**src/rtl/kronos_mem_arbiter.sv**
```systemverilog
// Arbiter sharing one single-port memory bus between the Kronos fetch port and the LSU data port.
// Data (or instruction) priority with a bounded streak; one transaction outstanding at a time.
module kronos_mem_arbiter #(
    parameter int unsigned DATA_PRIORITY = 1,
    parameter int unsigned MAX_STREAK    = 4
) (
    input  logic        clk,
    input  logic        rst,
    input  logic [31:0] instr_addr,
    input  logic        instr_req,
    output logic        instr_ack,
    output logic [31:0] instr_data,
    input  logic [31:0] data_addr,
    input  logic [31:0] data_wr_data,
    input  logic [3:0]  data_mask,
    input  logic        data_wr_en,
    input  logic        data_req,
    output logic        data_ack,
    output logic [31:0] data_rd_data,
    output logic [31:0] mem_addr,
    output logic [31:0] mem_wr_data,
    output logic [3:0]  mem_mask,
    output logic        mem_wr_en,
    output logic        mem_req,
    input  logic        mem_ack,
    input  logic [31:0] mem_rd_data
);

    typedef enum logic [1:0] {StIdle, StGntI, StGntD} state_e;

    localparam logic [3:0] StreakMax = 4'(MAX_STREAK);
    localparam bit         DataPrio  = (DATA_PRIORITY != 0);

    state_e     state_q;
    logic [3:0] streak_q;
    logic [3:0] streak_next;
    logic       arb_en;
    logic       cand_i;
    logic       cand_d;
    logic       grant_i;
    logic       grant_d;
    logic       np_req;
    logic       prio_grant;
    logic       np_grant;

    assign instr_ack    = mem_ack && (state_q == StGntI);
    assign data_ack     = mem_ack && (state_q == StGntD);
    assign instr_data   = mem_rd_data;
    assign data_rd_data = mem_rd_data;

    always_comb begin
        arb_en = (state_q == StIdle) || mem_ack;
        // The finishing side still holds req on its ack cycle, so it is masked out.
        cand_i = arb_en && instr_req && (state_q != StGntI);
        cand_d = arb_en && data_req && (state_q != StGntD);
        grant_i = 1'b0;
        grant_d = 1'b0;
        if (cand_i && cand_d) begin
            grant_i = ((streak_q == StreakMax) == DataPrio);
            grant_d = !grant_i;
        end else begin
            grant_i = cand_i;
            grant_d = cand_d;
        end

        np_req     = DataPrio ? instr_req : data_req;
        prio_grant = DataPrio ? grant_d : grant_i;
        np_grant   = DataPrio ? grant_i : grant_d;

        streak_next = streak_q;
        if (np_grant) begin
            streak_next = 4'd0;
        end else if (prio_grant) begin
            if (!np_req) begin
                streak_next = 4'd0;
            end else if (streak_q >= StreakMax) begin
                streak_next = StreakMax;
            end else begin
                streak_next = streak_q + 4'd1;
            end
        end
    end

    always_ff @(posedge clk) begin
        if (rst) begin
            state_q     <= StIdle;
            streak_q    <= 4'd0;
            mem_req     <= 1'b0;
            mem_wr_en   <= 1'b0;
            mem_addr    <= 32'd0;
            mem_wr_data <= 32'd0;
            mem_mask    <= 4'd0;
        end else begin
            streak_q <= streak_next;
            if (grant_i) begin
                state_q     <= StGntI;
                mem_req     <= 1'b1;
                mem_addr    <= instr_addr;
                mem_wr_en   <= 1'b0;
                mem_mask    <= 4'hF;
                mem_wr_data <= 32'd0;
            end else if (grant_d) begin
                state_q     <= StGntD;
                mem_req     <= 1'b1;
                mem_addr    <= data_addr;
                mem_wr_en   <= data_wr_en;
                mem_mask    <= data_mask;
                mem_wr_data <= data_wr_data;
            end else if (arb_en) begin
                state_q <= StIdle;
                mem_req <= 1'b0;
            end
        end
    end

endmodule

```
**config.mk**
```make
export PLATFORM = sky130hd
export DESIGN_NAME = kronos_mem_arbiter
export DESIGN_NICKNAME = d
export VERILOG_FILES = /design/src/rtl/kronos_mem_arbiter.sv
export SDC_FILE = /design/constraint.sdc
export NUM_CORES = 1
export LEC_CHECK = 0
export BUFFER_PORTS_ARGS = -buffer_cell sky130_fd_sc_hd__buf_2
export CAP_MARGIN = 30
export CORE_AREA = 2 2 106 108
export CTS_CLUSTER_DIAMETER = 150
export DETAILED_ROUTE_END_ITERATION = 16
export DIE_AREA = 0 0 108 110
export PLACE_DENSITY = 0.78
export SLEW_MARGIN = 20
export SYNTH_ARGS = -nofsm -noshare
export SYNTH_HDL_FRONTEND = slang
export SYNTH_SLANG_ARGS = --single-unit
```
**constraint.sdc**
```tcl
create_clock -name clk -period 2.74 [get_ports clk]
set_input_delay 0.137 -clock clk [delete_from_list [all_inputs] [get_ports clk]]
set_output_delay 0.137 -clock clk [all_outputs]
set_load 0.03 [all_outputs]
```
==> impl.org, run 1 <==
** Route
- Post-DR wirelength/cell :: between 15 and 20 um
- In the routed design, unresolved DRC markers number 0.
- For this block, the initial DRC count from the detailed router was 250.
- Dividing the detail-routed via count by the number of cells gives roughly 5.4.
- Before antenna repair, the detailed router went through 4 iterations.
- Routed wire length :: about 11,000 um
- For this block, the via count after detailed routing is around 3,800.
- In this run the remaining antenna-violating nets after routing total 0.

** Final layout
- Final net count :: about 700
- Area delta synth->final :: 16.7%
- Number of cells in the finished layout apart from fillers :: between 700 and 800
- The layout has between 1,000 and 1,500 filler cells.
- Post-route cell area :: 4670 um^2
- Fraction of final layout cells sized beyond drive strength 1 :: 0.425

** STA
- # setup viols final :: 0
- Subtracting the final worst setup slack from the clock period gives 2030 ps.
- Upper clock frequency limit :: 492 MHz
- Clock skew on the completed layout was measured at 15.5 ps.
- Once routing completed, OpenROAD measured the worst setup slack at 707 ps.
- Aggregate negative setup slack :: 0 ps
- Max-slew headroom :: 0.619
- Max-slew violation count :: 0
- Ratio of final minimum period to clock period :: 0.742
- Worst-Margin Slew :: between 500 and 600 ps
- Setup repair after global routing left no endpoint under its margin.
- Final hold vios :: 0

** Pwr
- Combinational group share of total power :: 0.290
- Total power after layout :: 0.00301 W
- Total power density per cell area :: around 640 nW/um^2
- Pint :: 0.00193 W
- The share of total power dissipated in sequential elements is 0.422.
- Of the total power, the share spent switching nets is 0.357.
- For this design the static power due to leakage is between 1.5 and 2 nW.
- Of the total power, the clock network draws 0.288.
- In this run the power spent charging and discharging nets is roughly 0.0011 W.
- IR drop worst, VDD :: ~0.24 mV

** Global routing
- The number of global-route vias before repair was about 3,500.
- Global-route wire length before repair :: between 15,000 and 20,000 um
- Entering global routing, the biggest net connects 74 pins.
- GRT overflow :: 0
- GRT Total Usage :: 0.182
- Antenna violations before repair :: 1

** Clock network
- Number of sinks driven by the clock tree :: between 70 and 80
- Buffers inserted by post-CTS timing repair :: 0
- After clock tree synthesis, the repair step resized 0 gates.
- Clock Tree Root :: clkbuf_8
- The clock passes through at most 2 buffers.
- CTS tree :: yes
- The later pin in the worst-skew pair is clocked with a latency of between 300 and 400 ps.
- Number of buffers inserted for hold repair after clock tree synthesis :: 0
- Clock-pin slew was measured on the worst setup and hold paths at 90 ps.
- In this run, CTS created clock tree buffers numbering 9.
- Max H-tree Level :: 3

** Flow run
- Count of max-cap constraint violations :: 0

** Worst hold path
- The min-delay analysis places its worst path in the category in2reg.

** Synthesis
- Post-synthesis sequential area ratio :: 0.380
- Yosys reg bits :: 76
- Synth Net Count :: slightly above 600
- Post-synth top flop :: dfxtp_1
- Post-synthesis adder-cell area fraction :: 0.00626
- The portion of synthesized area spent on multiplexers is 0.
- During synthesis, Yosys emitted a total of 0 warnings.
- Complex-gate fraction of the synthesized area :: 0.174
- In the synthesized netlist the async set-or-reset flop fraction comes to 0.
- After technology mapping, the gate count stands at roughly 470.
- Area share of and/or/nand/nor cells after synthesis :: 0.258
- Yosys attributes the largest share of cell area to dfxtp_1 (38%), buf_4 (13%), nor3_1 (9.6%).
- Area of the mapped netlist :: 4000 um^2
- Cell taking the most area after synthesis :: dfxtp_1
- Number of synthesized flops with an enable pin :: 0
- Of the total synthesized cell area, the portion taken by XOR and XNOR cells is 0.
- Averaged over all synthesized cells, the footprint is roughly 8.5 um^2.
- Fraction of synthesized cell area taken by the top area cell type :: 0.380
- After synthesis, the largest family of logic cells by area is simple AND/OR/NAND/NOR gates.
- Distinct cell type count after synthesis :: 32

** Place
- At the end of routability-driven placement, the weighted congestion stood at 0.783.
- Including well taps, the total number of placed cells is 684.
- OpenSTA, run right after detailed placement, puts the worst setup slack at 755 ps.
- Placed Instance Area :: approximately 4500 um^2
- Hpwl dp :: between 7000 and 8000 um
- During placement, the flow inserted port buffers numbering 177.

** Die
- Placement row count :: 38
- The core region is 10,700 um^2.
- The initial utilization of the core area, before any placement, comes to 0.374.
- Pin placement for this block handled approximately 270 I/O pins.
- The floorplan step set the die height to between 100 and 150 um.
- From left edge to right edge, the die measures ~110 um.
- The die covers 11,900 um^2.

** Worst setup path
- The critical path is of the reg2reg type.
- The worst setup path is launched from a register.
- Cell Chain, Critical Path :: or2_1 > a21boi_4 > buf_12 > a211oi_1 > nor4_2
- Number of buffers and inverters on the critical path :: 1
- Slowest cell delay on critical path :: 520 ps
- Critical Path AT :: between 2000 and 2500 ps
- In this run the worst path has a maximum fanout of 50.
- Cell family contributing the most delay on the critical path :: simple AND/OR/NAND/NOR gates
- The slowest stage of the critical path is the a21boi_4 cell.
- Critical Path Sink Type :: register
- Worst endpoint required time :: 2990 ps

** Run status
- Status :: complete, no violations
## synth_stat cells, types with 2 or more instances
master,number
buf_4,69
a21oi_1,37
nand4_1,2
nor3_1,77
buf_2,17
ha_1,2
inv_1,4
nand2_1,4
o21ai_1,7
dfxtp_1,76
nand3_1,35
nor4_1,3
a211oi_1,32
clkbuf_1,26
nor4_2,29
nor2_1,5
o21ai_0,29
## power groups by stage
stage	clock network (W)	logic, W	registers (W)
6_report	0.000867	0.000871	0.00127
3_5_place_dp	0	0.000875	0.00129
5_1_grt	0.000942	0.000948	0.00128
3_3_place_gp	0	0.000852	0.00129
2_1_floorplan	0	0.000575	0.00150
4_1_cts	0.000905	0.000875	0.00127
## flip-flops by register name (all words and copies together), names as in the netlist
signal       count
mem_addr        32
mem_mask         4
mem_wr_data     32
mem_wr_en        1
state_q          2
streak_q         4
mem_req          1
## path summary, 6_finish.rpt
kind,cells past startpoint,from,to,slack (ps)
worst min-delay path,3,data_wr_data[24],mem_wr_data[24],30
worst max register to register,5,state_q[0],mem_addr[16],710
worst min register to register,2,streak_q[3],streak_q[3],470
worst max-delay path,5,state_q[0],mem_addr[16],710
## logic make-up (layout without fill, tap and decap cells)
logic type / Yosys count / after routing
other: 0 / 1
adder cells (fa/ha/maj): 2 / 2
buffers and inverters: 117 / 208
AO/OA/AOI/OAI: 113 / 113
flip-flops: 76 / 76
AND/OR/NAND/NOR: 161 / 161
## layout by cell type, fill, tap and decap left out, types with 2 or more instances in the layout
cell	n
a211oi_1	32
a21oi_1	37
buf_12	2
buf_2	177
buf_4	9
clkbuf_8	9
clkinvlp_4	2
dfxtp_1	76
ha_1	2
inv_1	4
inv_6	2
nand2_1	4
nand3_1	35
nand4_1	2
nor2_1	5
nor3_1	77
nor4_1	3
nor4_2	29
o21ai_0	29
o21ai_1	7
## metrics by stage
step	utilization	hold slack, ps
detailed placement	0.417	274
CTS	0.436	4.07
finish	0.436	25.2
global route	0.436	19.9
floorplan	-	282
global placement	0.417	274
## metal layers
layer	up-vias	routed length, um	share of wire	track usage
li1	1812	-	-	-
met1	1775	4420	0.40	0.203
met2	163	5430	0.49	0.322
met3	26	963	0.087	0.0494
met4	0	271	0.024	0.0888
met5	-	0	0	0
## area by class of cell
type | count | area, um^2 | share of cell area
multi-input combinational | 276 | 1760 | 0.377
sequential | 76 | 1520 | 0.326
timing repair buffer | 188 | 993 | 0.213
tap | 140 | 175 | 0.0375
clock buffer | 10 | 128 | 0.0274
clock inverter | 6 | 71.3 | 0.0153
inverter | 4 | 15.0 | 0.00322
antenna | 1 | 2.50 | 0.000536
## worst reg2reg max path, delay by kind of cell, from the launching register on
family                 cells  cell delay [ps]
DFF                        1              350
buffers and inverters      1              300
AOI/OAI and AO/OA          2              650
and+or+nand+nor            2              640
No activity file was read; power rests on OpenSTA's default activity.
==> run 2, diff against run 1 <==
--- a/config.mk
+++ b/config.mk
@@ -11,7 +11,7 @@
 export CTS_CLUSTER_DIAMETER = 150
 export DETAILED_ROUTE_END_ITERATION = 16
 export DIE_AREA = 0 0 108 110
-export PLACE_DENSITY = 0.78
+export PLACE_DENSITY = 0.81
 export SLEW_MARGIN = 20
 export SYNTH_ARGS = -nofsm -noshare
 export SYNTH_HDL_FRONTEND = slang
==> constraint.sdc (replaced) <==
create_clock -name clk -period 1.72 [get_ports clk]
set_input_delay 0.086 -clock clk [delete_from_list [all_inputs] [get_ports clk]]
set_output_delay 0.086 -clock clk [all_outputs]
set_load 0.03 [all_outputs]
==> run 2 against run 1 <==
Effect of this change:
- the run now ends with negative setup slack left
- sequential power increased by 59%
- flip-flop and latch count did not move
- design area grew 18%
- critical path type unchanged
- first-iteration DRC count up 58%
- cell count is 7.3% higher
- wire length is 18% higher
- fmax is 14% higher
- setup slack worse by 780 ps
- count of clock-buffer cells in the layout increased by 1
- via count increased by 8.3%
- non-clock buffer count grew 51
- combinational power up 95%
==> impl.org, run 2 (same netlist as run 1, synthesis figures left out) <==
** Global routing
- Across every metal layer, demand over resource in global routing totals 0.193.
- The initial antenna violation count is 1.
- After global routing the overflow that remains totals 0.
- The first global-routing pass estimated about 18,000 um of wire.
- The number of global-route vias before repair is ~3,800.
- Largest net degree at the start of global routing :: 46

** Die
- Initial standard-cell utilization of the core :: 0.374
- I/O pin count :: 274
- In this run the vertical extent of the chip is between 100 and 150 um.
- The core region is 10,700 um^2.
- The floorplan step defined a die boundary enclosing about 12,000 um^2.
- From left edge to right edge, the die measures between 100 and 150 um.
- Row generation in the floorplan step produced 38 rows.

** Route
- In the routed layout, each cell is associated on average with a via count of 5.44.
- Overall via count from detail_route :: 4,091
- DRC Markers :: 0
- Routed wire length :: between 10,000 and 15,000 um
- For this block, the initial DRC count from the detailed router was 395.
- Antenna-violating nets left :: 0
- After detailed routing, the average wire length per cell comes to between 15 and 20 um.
- Length of the first detailed-routing pass in iterations :: 5

** Worst setup path
- STA classifies the critical path startpoint as a register.
- Register-to-register setup slack :: -70 ps
- Startpoint of the most critical register-to-register path :: streak_q[1]
- The largest single stage delay on the critical path is 360 ps.
- Among all stages on the critical path, the largest delay is contributed by dfxtp_2.
- Measured in cells, the most critical reg-to-reg path has a length of 8.
- Critical Path AT :: ~2100 ps
- For the worst setup path, the data required time is between 1500 and 2000 ps.
- Of all nets on the critical path, the largest fanout is 14.
- Critical R2R Capture :: mem_wr_data[0]
- Critical Path Sink Type :: register
- By startpoint and endpoint, the worst setup path is classified as reg2reg.
- Cell Chain, Critical Path :: inv_2 > ha_2 > and3b_2 > a211oi_4 > buf_6 > o21bai_4 > clkbuf_16 > a21oi_1

** Final layout
- Leaving out fill and tap cells, the most frequent cell in the layout is buf_2.
- Final net count :: roughly 750
- Counting the fill cells in the layout gives just under 1,000.
- Finished Core Util :: 0.515
- The top cell types in the final layout, fill and taps aside, are buf_2 (177), nor3_1 (76), dfxtp_1 (74).
- Area delta synth->final :: 37.7%
- After the flow finishes, the layout carries non-filler instances totaling around 750.
- In the final layout, the share of cells above drive strength 1 is 0.476.
- Biggest regs :: mem_addr x32, mem_wr_data x32

** Worst hold path
- HP Class :: in2reg
- Hold path endpoint :: mem_wr_data[4]
- Along the worst hold path, the cell count comes to 3.
- In this run the most critical hold path is launched from data_wr_data[4].

** STA
- The max-slew violation count came to 0.
- Period minus WS final :: between 1500 and 2000 ps
- # setup viols final :: 23
- The worst pin sits at a relative slew slack of 0.715.
- Worst-case clock skew :: ~12 ps
- In the finished design, the share of the clock period the worst path needs comes to 1.04.
- The final hold violation count was 0.
- Worst hold slack :: roughly 18 ps
- For the pin with the worst max-slew slack, the measured transition is roughly 430 ps.
- Minimum setup slack in the final design :: -70.8 ps
- Unrepaired setup endpoints after global routing :: yes
- Timing would allow up to ~560 MHz.

** Place
- Detailed placement finished with a half-perimeter wire length of 7880 um.
- The count of buffers added on input and output ports is 177.
- Counting tap cells, the placed design contains a total of roughly 690 instances.
- Placer congestion estimate :: 0.830

** Clock network
- Buffers inserted during clock tree synthesis total 9.
- Maximum buffer depth of the clock tree :: 2
- TritonCTS built the clock tree.
- Number of sinks driven by the clock tree :: 76
- CTS built an H-tree with a depth of 3.
- After clock tree synthesis, the clock-pin slew on the worst setup and hold paths is approximately 80 ps.
- Clock Tree Root :: clkbuf_8
- Clock latency on the worst-skew pair, taken at its later pin, is between 300 and 400 ps.

** Pwr
- The share of total power dissipated in the clock network is 0.304.
- IR analysis of the VDD net gives a maximum drop of 0.384 mV.
- Total power density per cell area :: between 900 and 1000 nW/um^2
- Net switching fraction of the power :: 0.333
- In this run the power spent charging and discharging nets is approximately 0.0018 W.
- The share of total power dissipated in sequential elements is 0.378.
- Overall power consumption after layout is estimated at around 0.0053 W.
- The share of total power dissipated in combinational logic is 0.318.
- The internal portion of the total power is about 0.0036 W.
- Leak :: between 2 and 2.5 nW

** Run status
- The flow ran to the end, but the final reports show violations.
- The checks that failed: negative setup slack.

** Flow run
- Across the run, the number of max-cap violations was 0.
-- run 2: cell count changes in the layout (fill, tap and decap cells not counted), sizes merged --
| cell | delta |
|---|---|
| inv | -2 |
| buf | +15 |
| clkinvlp | -2 |
| clkbuf | +5 |
| bufinv | +2 |
| dlygate4sd3 | +32 |
| clkinv | +1 |
-- run 2: what timing repair did --
action	CTS	global route
pin swaps	2	35
hold buffers	32	0
resized for setup	6	42
buffers inserted	1	5
endpoints found under the hold margin	32	0
setup endpoints to repair	45	69
gates cloned	0	6
-- run 2: layout make-up --
cell class                 count  area (um^2)  area share
sequential                    76         1520       0.277
inverter                       4         15.0     0.00273
clock buffer                  11          131      0.0239
clock inverter                 5          100      0.0182
tap                          140          175      0.0318
antenna                        1         2.50    0.000454
multi-input combinational    276         1910       0.346
timing repair buffer         239         1650       0.300
-- run 2: per-layer routing --
| layer | track usage | share of wire |
|---|---|---|
| met4 | 0.0971 | 0.039 |
| met1 | 0.216 | 0.39 |
| met2 | 0.337 | 0.49 |
| met5 | 0 | 0 |
| met3 | 0.0553 | 0.087 |
-- run 2: power groups by stage --
stage / registers [W] / logic (W) / clock network [W]
detailed placement: 0.00206 / 0.00147 / 0
finish: 0.00202 / 0.00170 / 0.00162
CTS: 0.00202 / 0.00154 / 0.00168
global route: 0.00204 / 0.00181 / 0.00175
global placement: 0.00205 / 0.00143 / 0
floorplan: 0.00239 / 0.000916 / 0
-- run 2: stage by stage --
stage / instance area (um^2) / setup TNS (ps) / setup slack (ps)
detailed placement: 4620 / -1200 / -113
floorplan: 4000 / -212 / -10.7
finish: 5510 / -612 / -70.8
global route: 5510 / -5460 / -148
global placement: 4620 / 0 / 13.8
CTS: 5200 / 0 / 2.82
-- run 2: how the worst max path moves through the flow --
| stage | slack (ps) | to | startpoint |
|---|---|---|---|
| 3_5_place_dp | -110 | mem_addr[31] | streak_q[0] |
| 6_report | -70 | mem_wr_data[0] | streak_q[1] |
| 4_1_cts | 3 | mem_addr[1] | streak_q[0] |
| 5_1_grt | -150 | mem_wr_data[0] | streak_q[1] |
| 3_3_place_gp | 10 | mem_addr[0] | streak_q[0] |
| 2_1_floorplan | -10 | mem_addr[11] | streak_q[0] |
-- run 2: critical path: cells and delay by family, from the launching register on --
kind,cells,cell delay (ps)
AO/OA/AOI/OAI,3,550
buffers and inverters,3,410
flip-flops,1,360
AND/OR/NAND/NOR,1,240
adder cells (fa/ha/maj),1,160
==> run 3, diff against run 2 <==
--- a/config.mk
+++ b/config.mk
@@ -5,13 +5,14 @@
 export SDC_FILE = /design/constraint.sdc
 export NUM_CORES = 1
 export LEC_CHECK = 0
+export ABC_AREA = 1
 export BUFFER_PORTS_ARGS = -buffer_cell sky130_fd_sc_hd__buf_2
 export CAP_MARGIN = 30
-export CORE_AREA = 2 2 106 108
+export CORE_UTILIZATION = 38
 export CTS_CLUSTER_DIAMETER = 150
 export DETAILED_ROUTE_END_ITERATION = 16
-export DIE_AREA = 0 0 108 110
-export PLACE_DENSITY = 0.81
+export PLACE_DENSITY = 0.82
+export SKIP_LAST_GASP = 1
 export SLEW_MARGIN = 20
 export SYNTH_ARGS = -nofsm -noshare
 export SYNTH_HDL_FRONTEND = slang
==> run 3 against run 2 <==
Effect of this change:
- the flow now finishes without violations
- via count shrank 3.5%
- first-iteration DRC count shrank 51%
- flip-flop and latch count is the same
- synthesized cell count grew 37%
- global-route usage shrank 1.7 points
- cell count grew 18%
- non-clock buffer count shrank 43
- area after synthesis grew 3.6%
- power shrank 6.9%
- clock power shrank 15%
- combinational power shrank 8%
- die area shrank 4.7%
- largest power group unchanged
- highest routed layer unchanged
==> impl.org, run 3 <==
** Global routing
- Entering global routing, the biggest net connects 65 pins.
- GRT overflow :: 0
- Met3 usage :: 0.0509
- Global-route wire length before repair :: around 16,000 um
- Met2 global-route usage :: 0.301
- The global routing stage identified its most utilized layer as met2.
- Antenna violations before repair :: 0
- In the global route stage, met1 resource usage came out at 0.194.
- The number of global-route vias before repair is between 3,000 and 4,000.
- For this run, the total global-route usage over all layers was measured as 0.177.

** Place
- In this run the cell area measured after placement is between 4000 and 5000 um^2.
- In this run the tool buffered the top-level ports with 177 buffer cells.
- Placer congestion estimate :: between 0.7 and 0.8
- Once detailed placement completed, the half-perimeter wirelength came to 7050 um.

** Route
- Overall via count from detail_route :: 3,948
- Post-DR wirelength/cell :: 11.4 um
- Iteration-0 DRC Markers :: roughly 190
- DRC Markers :: 0
- The final layout contains routed wiring with a total length of approximately 10,000 um.
- Antenna-violating nets left :: 0
- Via-per-instance ratio :: around 4.4
- For this run, the detailed router's first-pass iteration total came to 4.

** STA
- Of the available clock period, the critical path in the final layout requires 0.933.
- For the pin with the worst max-slew slack, the measured transition is between 300 and 400 ps.
- Worst-case clock skew :: 16.7 ps
- Final hold analysis gives a worst-case slack of around 23 ps.
- Based on the critical path, the design can be clocked at up to 623 MHz.
- Setup violations remaining at the end of the flow were counted as 0.
- Max-slew violation count :: 0
- Setup repair after global routing left no endpoint under its margin.
- After layout, the minimum clock period comes to between 1500 and 2000 ps.
- Max-slew headroom :: 0.784
- The final hold violation count came to 0.
- Aggregate negative setup slack :: 0 ps

** Final layout
- Post-route cell area :: around 5000 um^2
- The largest registers in the layout are mem_addr x32, mem_wr_data x32.
- Relative to the synthesized area, the layout overhead comes to 20.4%.
- Finished Core Util :: 0.477
- Count of inserted antenna diode cells :: 0
- Final net count :: between 800 and 900
- Most common cell after layout, fill and taps aside :: nand2_1
- Of the cells placed in the final design, the portion with a size suffix greater than 1 is 0.290.
- Leaving out fill and tap cells, the most frequent cells in the layout are nand2_1 (180), buf_2 (177), inv_1 (82).

** Synthesis
- Area contributors post-synth :: dfxtp_1 (37%), nand2_1 (16%), buf_4 (14%)
- The commonest cells after synthesis are nand2_1 (182), inv_1 (82), dfxtp_1 (76), nor2_1 (76), buf_4 (75).
- Average cell area after synthesis :: about 6.5 um^2
- Fraction of synthesized cell area taken by the top area cell type :: 0.367
- Synth Net Count :: between 700 and 800
- Yosys reg bits :: 76
- By instance count, the leading cell after synthesis is nand2_1.
- Post-synthesis sequential area ratio :: 0.367
- Cell count after synthesis :: around 640
- Post-synth top flop :: dfxtp_1
- The mapped netlist covers 4140 um^2.
- The largest total area in the synthesized netlist belongs to dfxtp_1.
- FFs w/ async S/R, synth :: 0
- Yosys warns :: 0
- Distinct cell type count after synthesis :: 20
- Number of synthesized flops with an enable pin :: 0

** Clock network
- Clock Tree Root :: clkbuf_8
- Clock-pin slew was measured on the worst setup and hold paths at 80 ps.
- Number of CTS-inserted buffers :: 9
- The tree built by TritonCTS fans out to 76 sinks.
- Maximum buffer depth of the clock tree :: 2
- TritonCTS built the clock tree.
- Max H-tree Level :: 3
- For the worst-skew pair, the clock arrives at the later sink with an insertion delay of 340 ps.

** Run status
- The flow ran to the end, and the final reports show no timing, DRC or antenna violations.

** Die
- CORE AREA :: about 10,000 um^2
- Width of the die :: about 110 um
- Pin placement for this block handled approximately 270 I/O pins.
- The initial utilization of the core area, before any placement, comes to 0.396.
- Die Ht :: 106 um
- Die Outline Area :: 11,300 um^2
- Placement row count :: 37

** Pwr
- The analysis attributes to cell leakage a power of 3.03 nW.
- IR drop worst, VDD :: 0.475 mV
- Total power density per cell area :: 998 nW/um^2
- Total power after layout :: 0.00498 W

** Worst setup path
- Register-to-register setup slack :: between 100 and 150 ps
- Worst endpoint required time :: 1950 ps
- For the worst setup path, the data arrival time is around 1800 ps.
- Max Fanout on Critical Path :: 64
- The critical path in this run is classified as reg2reg.
- Critical Path Sink Type :: register
- Type of element launching the critical path :: register

** Worst hold path
- In this run the worst hold path is classified as in2reg.

** Flow run
- Count of max-cap constraint violations :: 0
-- run 3: cell count changes after synthesis, sizes merged, moves of 4 or more --
cell / delta
a211oi: -33
buf: +4
clkbuf: -18
inv: +81
nand2: +181
nand3: +7
nor2: +72
nor3: -75
nor4: -32
-- run 3: worst paths after layout --
| check | cells past startpoint | endpoint | start |
|---|---|---|---|
| worst min-delay path | 5 | mem_wr_data[16] | data_wr_data[16] |
| worst max register to register | 9 | mem_addr[5] | streak_q[0] |
| worst max-delay path | 9 | mem_addr[5] | streak_q[0] |
| worst min register to register | 2 | mem_addr[1] | mem_addr[1] |
-- run 3: per-layer routing --
layer | wire [um] | up-vias
met1 | 4360 | 1705
met4 | 438 | 0
met2 | 4800 | 101
met5 | 0 | -
met3 | 585 | 48
li1 | - | 2094
-- run 3: worst max-delay path, stage by stage (launching register included) --
cell and delay [ps]:
dfxtp_1 380, inv_1 60, ha_1 190, nand3_1 140, nand3_2 130, buf_12 220, nand3_1 100, nand2_1 50
nor2_1 130, nor2_1 50
-- run 3: layout make-up --
cell class,instances,area (um^2)
clock buffers,11,141
flip-flops and latches,76,1520
inverters,85,322
repair buffers,196,1130
fillers,1160,5470
clock inverters,5,60.1
well taps,136,170
multi-input cells,382,1640
-- run 3: metrics by stage --
| step | cells | worst slack [ps] |
|---|---|---|
| floorplan | 642 | 219 |
| global placement | 868 | 134 |
| detailed placement | 868 | 103 |
| CTS | 889 | 92.4 |
| global route | 891 | 0.614 |
| finish | 891 | 114 |
-- run 3: timing repair --
item / 4_1_cts / 5_1_grt
resized for setup: 0 / 3
endpoints found under the setup margin: 0 / 33
setup buffers: 0 / 1
hold buffers: 5 / 0
endpoints found under the hold margin: 5 / 0
-- run 3: kinds of logic after synthesis --
group,Yosys count,synth area share
adder cells (fa/ha/maj),2,0.00604
AND/OR/NAND/NOR,307,0.296
AO/OA/AOI/OAI,73,0.0900
buffers and inverters,184,0.241
flip-flops,76,0.367
-- run 3: power breakdown --
part	internal, W	total [W]	leakage [nW]	switching [W]
combinational	0.000547	0.00157	2.30	0.00103
sequential	0.00194	0.00203	0.627	0.0000859
clock	0.000716	0.00138	0.0999	0.000665
total	0.00320	0.00498	3.03	0.00178
